--- src/rtl/dmux_rr_dispatcher_pkg.sv ---
// Shared constants for the round-robin demux dispatcher.
// Optional timeout skipping is enabled by DMUX_DISPATCH_TIMEOUT_EN.
package dmux_rr_dispatcher_pkg;

  typedef enum logic {
    ST_IDLE = 1'b0,
    ST_HOLD = 1'b1
  } state_t;

  localparam int NUM_DEST    = 4;
  localparam int SEL_W       = 2;
  localparam int TIMEOUT_DEF = 15;

endpackage

--- src/rtl/dmux_rr_dispatcher_timer.sv ---
// Stall timer for the dispatcher HOLD state.
// Instantiated only when DMUX_DISPATCH_TIMEOUT_EN is defined.
module dispatch_timer
  import dmux_rr_dispatcher_pkg::*;
#(
  parameter int TIMEOUT = TIMEOUT_DEF
) (
  input  logic clk,
  input  logic rst,
  input  logic clear,
  input  logic enable,
  output logic expired
);

  logic [7:0] count;

  always_ff @(posedge clk) begin
    if (rst || clear) begin
      count <= '0;
    end else if (enable) begin
      count <= count + 8'd1;
    end
  end

  assign expired = (count == 8'(TIMEOUT - 1));

endmodule

--- src/rtl/dmux_rr_dispatcher.sv ---
// Round-robin dispatcher driving the 4-way demux select and data.
// Define DMUX_DISPATCH_TIMEOUT_EN to skip destinations that stall.
module dmux_rr_dispatcher
  import dmux_rr_dispatcher_pkg::*;
#(
  parameter int WIDTH   = 4,
  parameter int TIMEOUT = TIMEOUT_DEF
) (
  input  logic                clk,
  input  logic                rst,
  input  logic                in_valid,
  input  logic [WIDTH-1:0]    in_data,
  output logic                in_ready,
  input  logic [NUM_DEST-1:0] dst_ready,
  output logic [SEL_W-1:0]    sel,
  output logic [WIDTH-1:0]    out_data,
  output logic [NUM_DEST-1:0] out_valid,
  output logic                busy,
  output logic [7:0]          skip_cnt
);

  if (TIMEOUT < 1 || TIMEOUT > 255) begin : g_bad_timeout
    $error("TIMEOUT must be in 1..255");
  end

  state_t            state;
  logic [SEL_W-1:0]  ptr;
  logic              hit;
  logic              skip;

  assign hit = dst_ready[sel];

`ifdef DMUX_DISPATCH_TIMEOUT_EN
  logic expired;
  logic t_clear;
  logic t_enable;

  assign t_enable = (state == ST_HOLD) && !hit;
  assign skip     = t_enable && expired;
  assign t_clear  = (state == ST_IDLE) || skip;

  dispatch_timer #(
    .TIMEOUT (TIMEOUT)
  ) u_timer (
    .clk     (clk),
    .rst     (rst),
    .clear   (t_clear),
    .enable  (t_enable),
    .expired (expired)
  );

  // Saturates so a permanently dead consumer never wraps the count.
  always_ff @(posedge clk) begin
    if (rst) begin
      skip_cnt <= '0;
    end else if (skip && skip_cnt != 8'hFF) begin
      skip_cnt <= skip_cnt + 8'd1;
    end
  end
`else
  assign skip     = 1'b0;
  assign skip_cnt = '0;
`endif

  always_ff @(posedge clk) begin
    if (rst) begin
      state    <= ST_IDLE;
      ptr      <= '0;
      sel      <= '0;
      out_data <= '0;
    end else begin
      unique case (state)
        ST_IDLE: begin
          if (in_valid) begin
            out_data <= in_data;
            sel      <= ptr;
            state    <= ST_HOLD;
          end
        end
        ST_HOLD: begin
          if (hit) begin
            ptr   <= sel + SEL_W'(1);
            state <= ST_IDLE;
          end else if (skip) begin
            sel <= sel + SEL_W'(1);
          end
        end
        default: state <= ST_IDLE;
      endcase
    end
  end

  // Handshake outputs decode from state only.
  assign in_ready  = (state == ST_IDLE);
  assign busy      = (state == ST_HOLD);
  assign out_valid = {NUM_DEST{busy}} & (NUM_DEST'(1) << sel);

endmodule
--- config.mk ---
export PLATFORM = sky130hd
export DESIGN_NAME = dmux_rr_dispatcher
export DESIGN_NICKNAME = d
export VERILOG_FILES = /design/src/rtl/dmux_rr_dispatcher_pkg.sv /design/src/rtl/dmux_rr_dispatcher_timer.sv /design/src/rtl/dmux_rr_dispatcher.sv
export SDC_FILE = /design/constraint.sdc
export NUM_CORES = 1
export LEC_CHECK = 0
export CAP_MARGIN = 10
export CORE_MARGIN = 2
export CORE_UTILIZATION = 38
export DETAILED_ROUTE_END_ITERATION = 6
export PLACE_DENSITY = 0.88
export SLEW_MARGIN = 25
export SYNTH_ARGS = -nofsm -noshare
export SYNTH_HDL_FRONTEND = slang
export SYNTH_SLANG_ARGS = --single-unit
--- constraint.sdc ---
create_clock -name clk -period 3.85 [get_ports clk]
set_clock_uncertainty 0.1 [all_clocks]
set_input_delay 0.5775 -clock clk [delete_from_list [all_inputs] [get_ports clk]]
set_output_delay 0.5775 -clock clk [all_outputs]
set_load 0.02 [all_outputs]
==> results.cfg, run 1 <==
[yosys]
yosysTopAreaCell = dfxtp_1
yosys_register_bits = 9
synth_cells = 57
synth_flop_cell = dfxtp_1
synth_top_area_share_pct = 34.3
async_flop_share_pct = 0
netlist_area_um2 = 526
yosysUniqueCellTypes = 16
synth_area_leaders = dfxtp_1 (34%), mux2i_1 (17%), buf_4 (11%)
synth-seq-area-share_pct = 34.3
synthTopCellsByCount = dfxtp_1 (9), mux2i_1 (9), buf_4 (8), nor2_1 (8)
syn_avg_cell_area_um2 = 9.22
synth_enable_flop_cells = 0
ys.warnings.count = 0

[floorplanning]
coreArea_um2 = 1300
io_pins = 31
fp.dieH_um = 41.2
start_util_pct = 40.4
die-width_um = 41.2
rows = 13
die_area_um2 = 1700

[setup_path]
r2r-start = sel[0]
arrival_ns = 1.78
critPathRequiredTime_ns = 3.17
end_kind = primary output
path_cells = inv_1 -> ha_1 -> and2_1 -> clkdlybuf4s50_1
critPathLaunch = sel[0]
crit_path_max_fanout = 8
cp_slowest_stage_delay_ns = 0.53
path_class = flip-flop to primary output
cp-start-kind = flip-flop
slowest_stage = clkdlybuf4s50_1

[detailed_routing]
wl_per_cell_um = 10.4
first_iter_violations = 7
wirelength_um = 987
dr_total_vias = 404
drt-vias-per-instance = 4.25
ant_nets = 0
drc = 0
first_pass_iters = 3

[sta]
fmax_mhz = 407
fin_ws_ns = 1.39
finalCritPeriodShare_pct = 63.9
slew-limit-headroom_pct = 59.5
slew_violations = 0
hold_viol = 0
tns_ns = 0
finalSetupViolCount = 0
period_needed_ns = 2.46
rsz0062_at_grt = no
max_slew.worst_pin.slew_ns = 0.606

[hold_path]
hp-class = flip-flop to flip-flop
hp-start = out_data[2]

[placed_design]
post-place-ws_ns = 1.64
dp_hpwl_um = 769
numPortBuffers = 22
gp_congestion = 0.643
dpl_cell_area_um2 = 722

[finish]
fin_area_um2 = 748
n_antenna_cell = 0
areaGrowthSynthToFinish_pct = 42.4
drive_gt1_share_pct = 5.00
num-nets-final = 96
num-fill-cells = 147
multi_input_area_um2 = 292
register_area_um2 = 180

[pwr]
cellPowerDensity_nw_per_um2 = 304
p_int_w = 0.000165
leakage_nw = 0.319
pwr-share-comb_pct = 23.6
p_clk_share_pct = 31.3
p_switching_w = 0.0000619
ir_worst_vdd_mv = 0.167
finalPower_w = 0.000227
power_switching_share_pct = 27.2
seqPwrFrac_pct = 45.2

[global_route]
gr-total-overflow = 0
met3_usage_pct = 5.43
grt_max_degree = 12
antenna_found_initial = 0
global_route.usage.met2_pct = 25.4
grt_pass1_vias = 383
busiest_layer = met2
grt_pass1_wl_mm = 1.47
grtUsageTotal_pct = 14.2
grt_use_met1_pct = 13.0

[outcome]
outcome = finished clean

[cts]
clk_latency_ns = 0.26
root_buffer = clkbuf_4
ctsResizeCount = 0
clock-sinks = 9
clkSlewWorstSetupHoldPaths_ns = 0.06
cts_buffers = 3
cts_buffer_depth = 2
cts_tree = done
post-cts-setup-buffers = 0
htreeDepth = 1
hold_buffers = 0

[job]
drv_cap = 0
final cells by class:
class,count,area share (%)
tap,15,2.51
multi-input combinational,42,39.0
clock buffer,4,3.51
sequential,9,24.1
inverter,3,1.51
timing repair buffer,22,29.4
cell families after synthesis:
logic type,Yosys count,synth area share [%]
buf+inv,13,15.2
flops,9,34.3
simple gates,19,18.6
compound gates,1,1.67
fa+ha+maj,4,9.52
other cells,1,0.714
mux,10,20.0
critical path, delay by kind of cell (launching register included):
kind          cells  cell delay, ns
flops             1            0.51
simple gates      1            0.15
fa+ha+maj         1            0.21
buf+inv           2            0.65
path summary, 6_finish.rpt:
| path | endpoint | slack (ns) | depth (start not counted) |
|---|---|---|---|
| worst max-delay path | out_valid[2] | 1.39 | 4 |
| worst min register to register | out_data[2] | 0.40 | 2 |
| worst min-delay path | out_data[2] | 0.40 | 2 |
| worst max register to register | ptr[0] | 2.35 | 3 |
cells in the final DEF, fill, tap and decap left out, drive strengths merged:
cell,count
conb,8
nand2b,3
mux2,1
clkdlybuf4s50,22
o22a,1
nor2,8
nor3b,1
mux2i,9
nor2b,2
clkbuf,4
dfxtp,9
inv,3
and2,4
nand2,1
ha,4
sequential cells by signal (all words and copies together) (netlist names):
register,count
busy,1
out_data,4
ptr,2
sel,2
per-layer routing:
layer / vias to the layer above / share of wire, %
met3: 0 / 9.2
met4: 0 / 0
met2: 20 / 49
met1: 176 / 41
li1: 208 / -
met5: - / 0
power groups by stage:
stage / clock network [W] / logic (W) / registers, W
finish: 0.0000711 / 0.0000536 / 0.000103
detailed placement: 0 / 0.0000538 / 0.000105
CTS: 0.0000742 / 0.0000540 / 0.000103
floorplan: 0 / 0.0000323 / 0.000109
global route: 0.0000813 / 0.0000584 / 0.000103
global placement: 0 / 0.0000531 / 0.000105
per-stage QoR:
step | utilization, % | hold WS [ns] | instances
finish | 57.5 | 0.403 | 95
global route | 57.5 | 0.431 | 95
CTS | 57.5 | 0.406 | 95
detailed placement | 55.5 | 0.389 | 91
global placement | 55.5 | 0.362 | 91
floorplan | - | 0.352 | 64
No activity file was read; power rests on OpenSTA's default activity.
==> inputs of run 2 (changes only) <==
Settings changed: CORE_UTILIZATION 38 to 32, PLACE_DENSITY 0.88 to 0.8.
Clock period 3.85 ns to 2.2 ns, I/O delays scaled along.
==> run 2 against run 1 <==
  * Wire length fell by 2.2%
  * Final cell count rose by 2.1%
  * Clock power rose by 76%
  * Worst setup slack got worse by 1.3 ns
  * Critical path type unchanged
==> results.cfg, run 2 (synthesized netlist as in run 1, its figures left out) <==
[setup_path]
reg2reg_slack_ns = 0.84
end_kind = primary output
arrival_ns = 1.67
cp_slowest_stage_delay_ns = 0.53
crit_path_max_fanout = 7
reg2reg_depth = 3
r2r_end = ptr[0]
slowest_stage = clkdlybuf4s50_1
critPathRequiredTime_ns = 1.77
r2r-start = sel[0]
cp-start-kind = flip-flop
cp_top_family = buffers and inverters
path_class = flip-flop to primary output
path_cells = inv_1 -> ha_1 -> and2_1 -> clkdlybuf4s50_1
path_buf_inv = 2

[placed_design]
dpl_cell_area_um2 = 731
dp_hpwl_um = 756
gp_congestion = 0.702
numPortBuffers = 22

[finish]
max_flop_register = out_data
final_cell_mix = clkdlybuf4s50_1 (22), mux2i_1 (9), nor2_1 (8), conb_1 (8), dfxtp_1 (8)
largest_register_ffs = 4
n_antenna_cell = 0
drive_gt1_share_pct = 7.41
reg_top3 = out_data (4), ptr (2), sel (2)
mostFrequentLayoutCell = clkdlybuf4s50_1
num-nets-final = 97
areaGrowthSynthToFinish_pct = 44.3
fin_area_um2 = 758

[sta]
fmax_mhz = 476
rsz0062_at_grt = no
tns_ns = 0
finalCritPeriodShare_pct = 95.4
slew_violations = 0
finalSetupViolCount = 0
hold_viol = 0
period_needed_ns = 2.10

[cts]
clk_latency_ns = 0.26
cts_buffer_depth = 2
cts_tree = done
cts_buffers = 3
clkSlewWorstSetupHoldPaths_ns = 0.06
htreeDepth = 1
clock-sinks = 9
root_buffer = clkbuf_4

[floorplanning]
io_pins = 31
start_util_pct = 34.5
coreArea_um2 = 1520
fp.dieH_um = 44.5
die-width_um = 44.5
die_area_um2 = 1980
rows = 14

[detailed_routing]
drt-vias-per-instance = 4.33
dr_total_vias = 420
wl_per_cell_um = 9.95
drc = 0
wirelength_um = 965
first_pass_iters = 1
ant_nets = 0
first_iter_violations = 0

[pwr]
leakage_nw = 0.325
seqPwrFrac_pct = 44.9
p_int_w = 0.000291
pwr-share-comb_pct = 24.0
ir_worst_vdd_mv = 0.410
p_clk_share_pct = 31.1
finalPower_w = 0.000400
p_switching_w = 0.000109
cellPowerDensity_nw_per_um2 = 528
power_switching_share_pct = 27.2

[global_route]
grt_use_met1_pct = 13.2
antenna_found_initial = 0
gr-total-overflow = 0
grtUsageTotal_pct = 11.7
busiest_layer = met2
met3_usage_pct = 6.53
grt_pass1_vias = 387
grt_max_degree = 12
global_route.usage.met2_pct = 18.8
grt_pass1_wl_mm = 1.68

[outcome]
outcome = finished clean

[job]
drv_cap = 0

[hold_path]
min_to = ptr[1]
hp-start = ptr[1]
hold_depth = 2
hp-class = flip-flop to flip-flop
[run 2: power by group through the flow]
stage	Sequential [W]	Clock [W]	Combinational, W
floorplan	0.000190	0	0.0000566
global placement	0.000183	0	0.0000955
detailed placement	0.000183	0	0.0000964
CTS	0.000180	0.000130	0.0000968
global route	0.000181	0.000141	0.000104
finish	0.000180	0.000125	0.0000959
[run 2: metrics by stage]
step                      utilization (%)  hold slack (ns)  instances  setup slack [ns]
final                                49.8            0.379         97             0.101
after global routing                 49.8            0.432         97           0.00192
after CTS                            49.8            0.385         97            0.0819
after detailed placement             47.9            0.374         93             0.272
after global placement               47.9            0.362         93             0.326
after floorplan                         -            0.352         64             0.702
[run 2: layer usage]
layer | wire (um) | up-vias
met5 | 0 | -
met4 | 11 | 0
met3 | 90 | 2
met2 | 481 | 20
met1 | 382 | 187
li1 | - | 211
[run 2: repair_timing]
action,in CTS,in global routing
buffers inserted,0,0
hold buffers,0,0
endpoints found under the setup margin,1,0
gates resized for setup,1,0
[run 2: how the worst max path moves through the flow]
stage          slack [ns]           end  cells past startpoint    from
4_1_cts              0.08  out_valid[1]                      4  sel[1]
2_1_floorplan        0.70  out_valid[2]                      3  sel[0]
5_1_grt             0.002  out_valid[1]                      4  sel[1]
6_report             0.10  out_valid[1]                      4  sel[1]
3_3_place_gp         0.33  out_valid[2]                      4  sel[0]
3_5_place_dp         0.27  out_valid[2]                      4  sel[0]
[run 2: worst reg2reg max path: cells and delay by family, from the launching register on]
kind | cells | cell delay (ns)
muxes | 2 | 0.51
DFF | 1 | 0.41
AOI/OAI and AO/OA | 1 | 0.23
[run 2: layout make-up]
class | instances | area, um2
clock buffers | 4 | 26.3
fillers | 139 | 766
inverters | 3 | 11.3
multi-input cells | 42 | 292
flip-flops and latches | 9 | 181
well taps | 16 | 20.0
repair buffers | 23 | 228
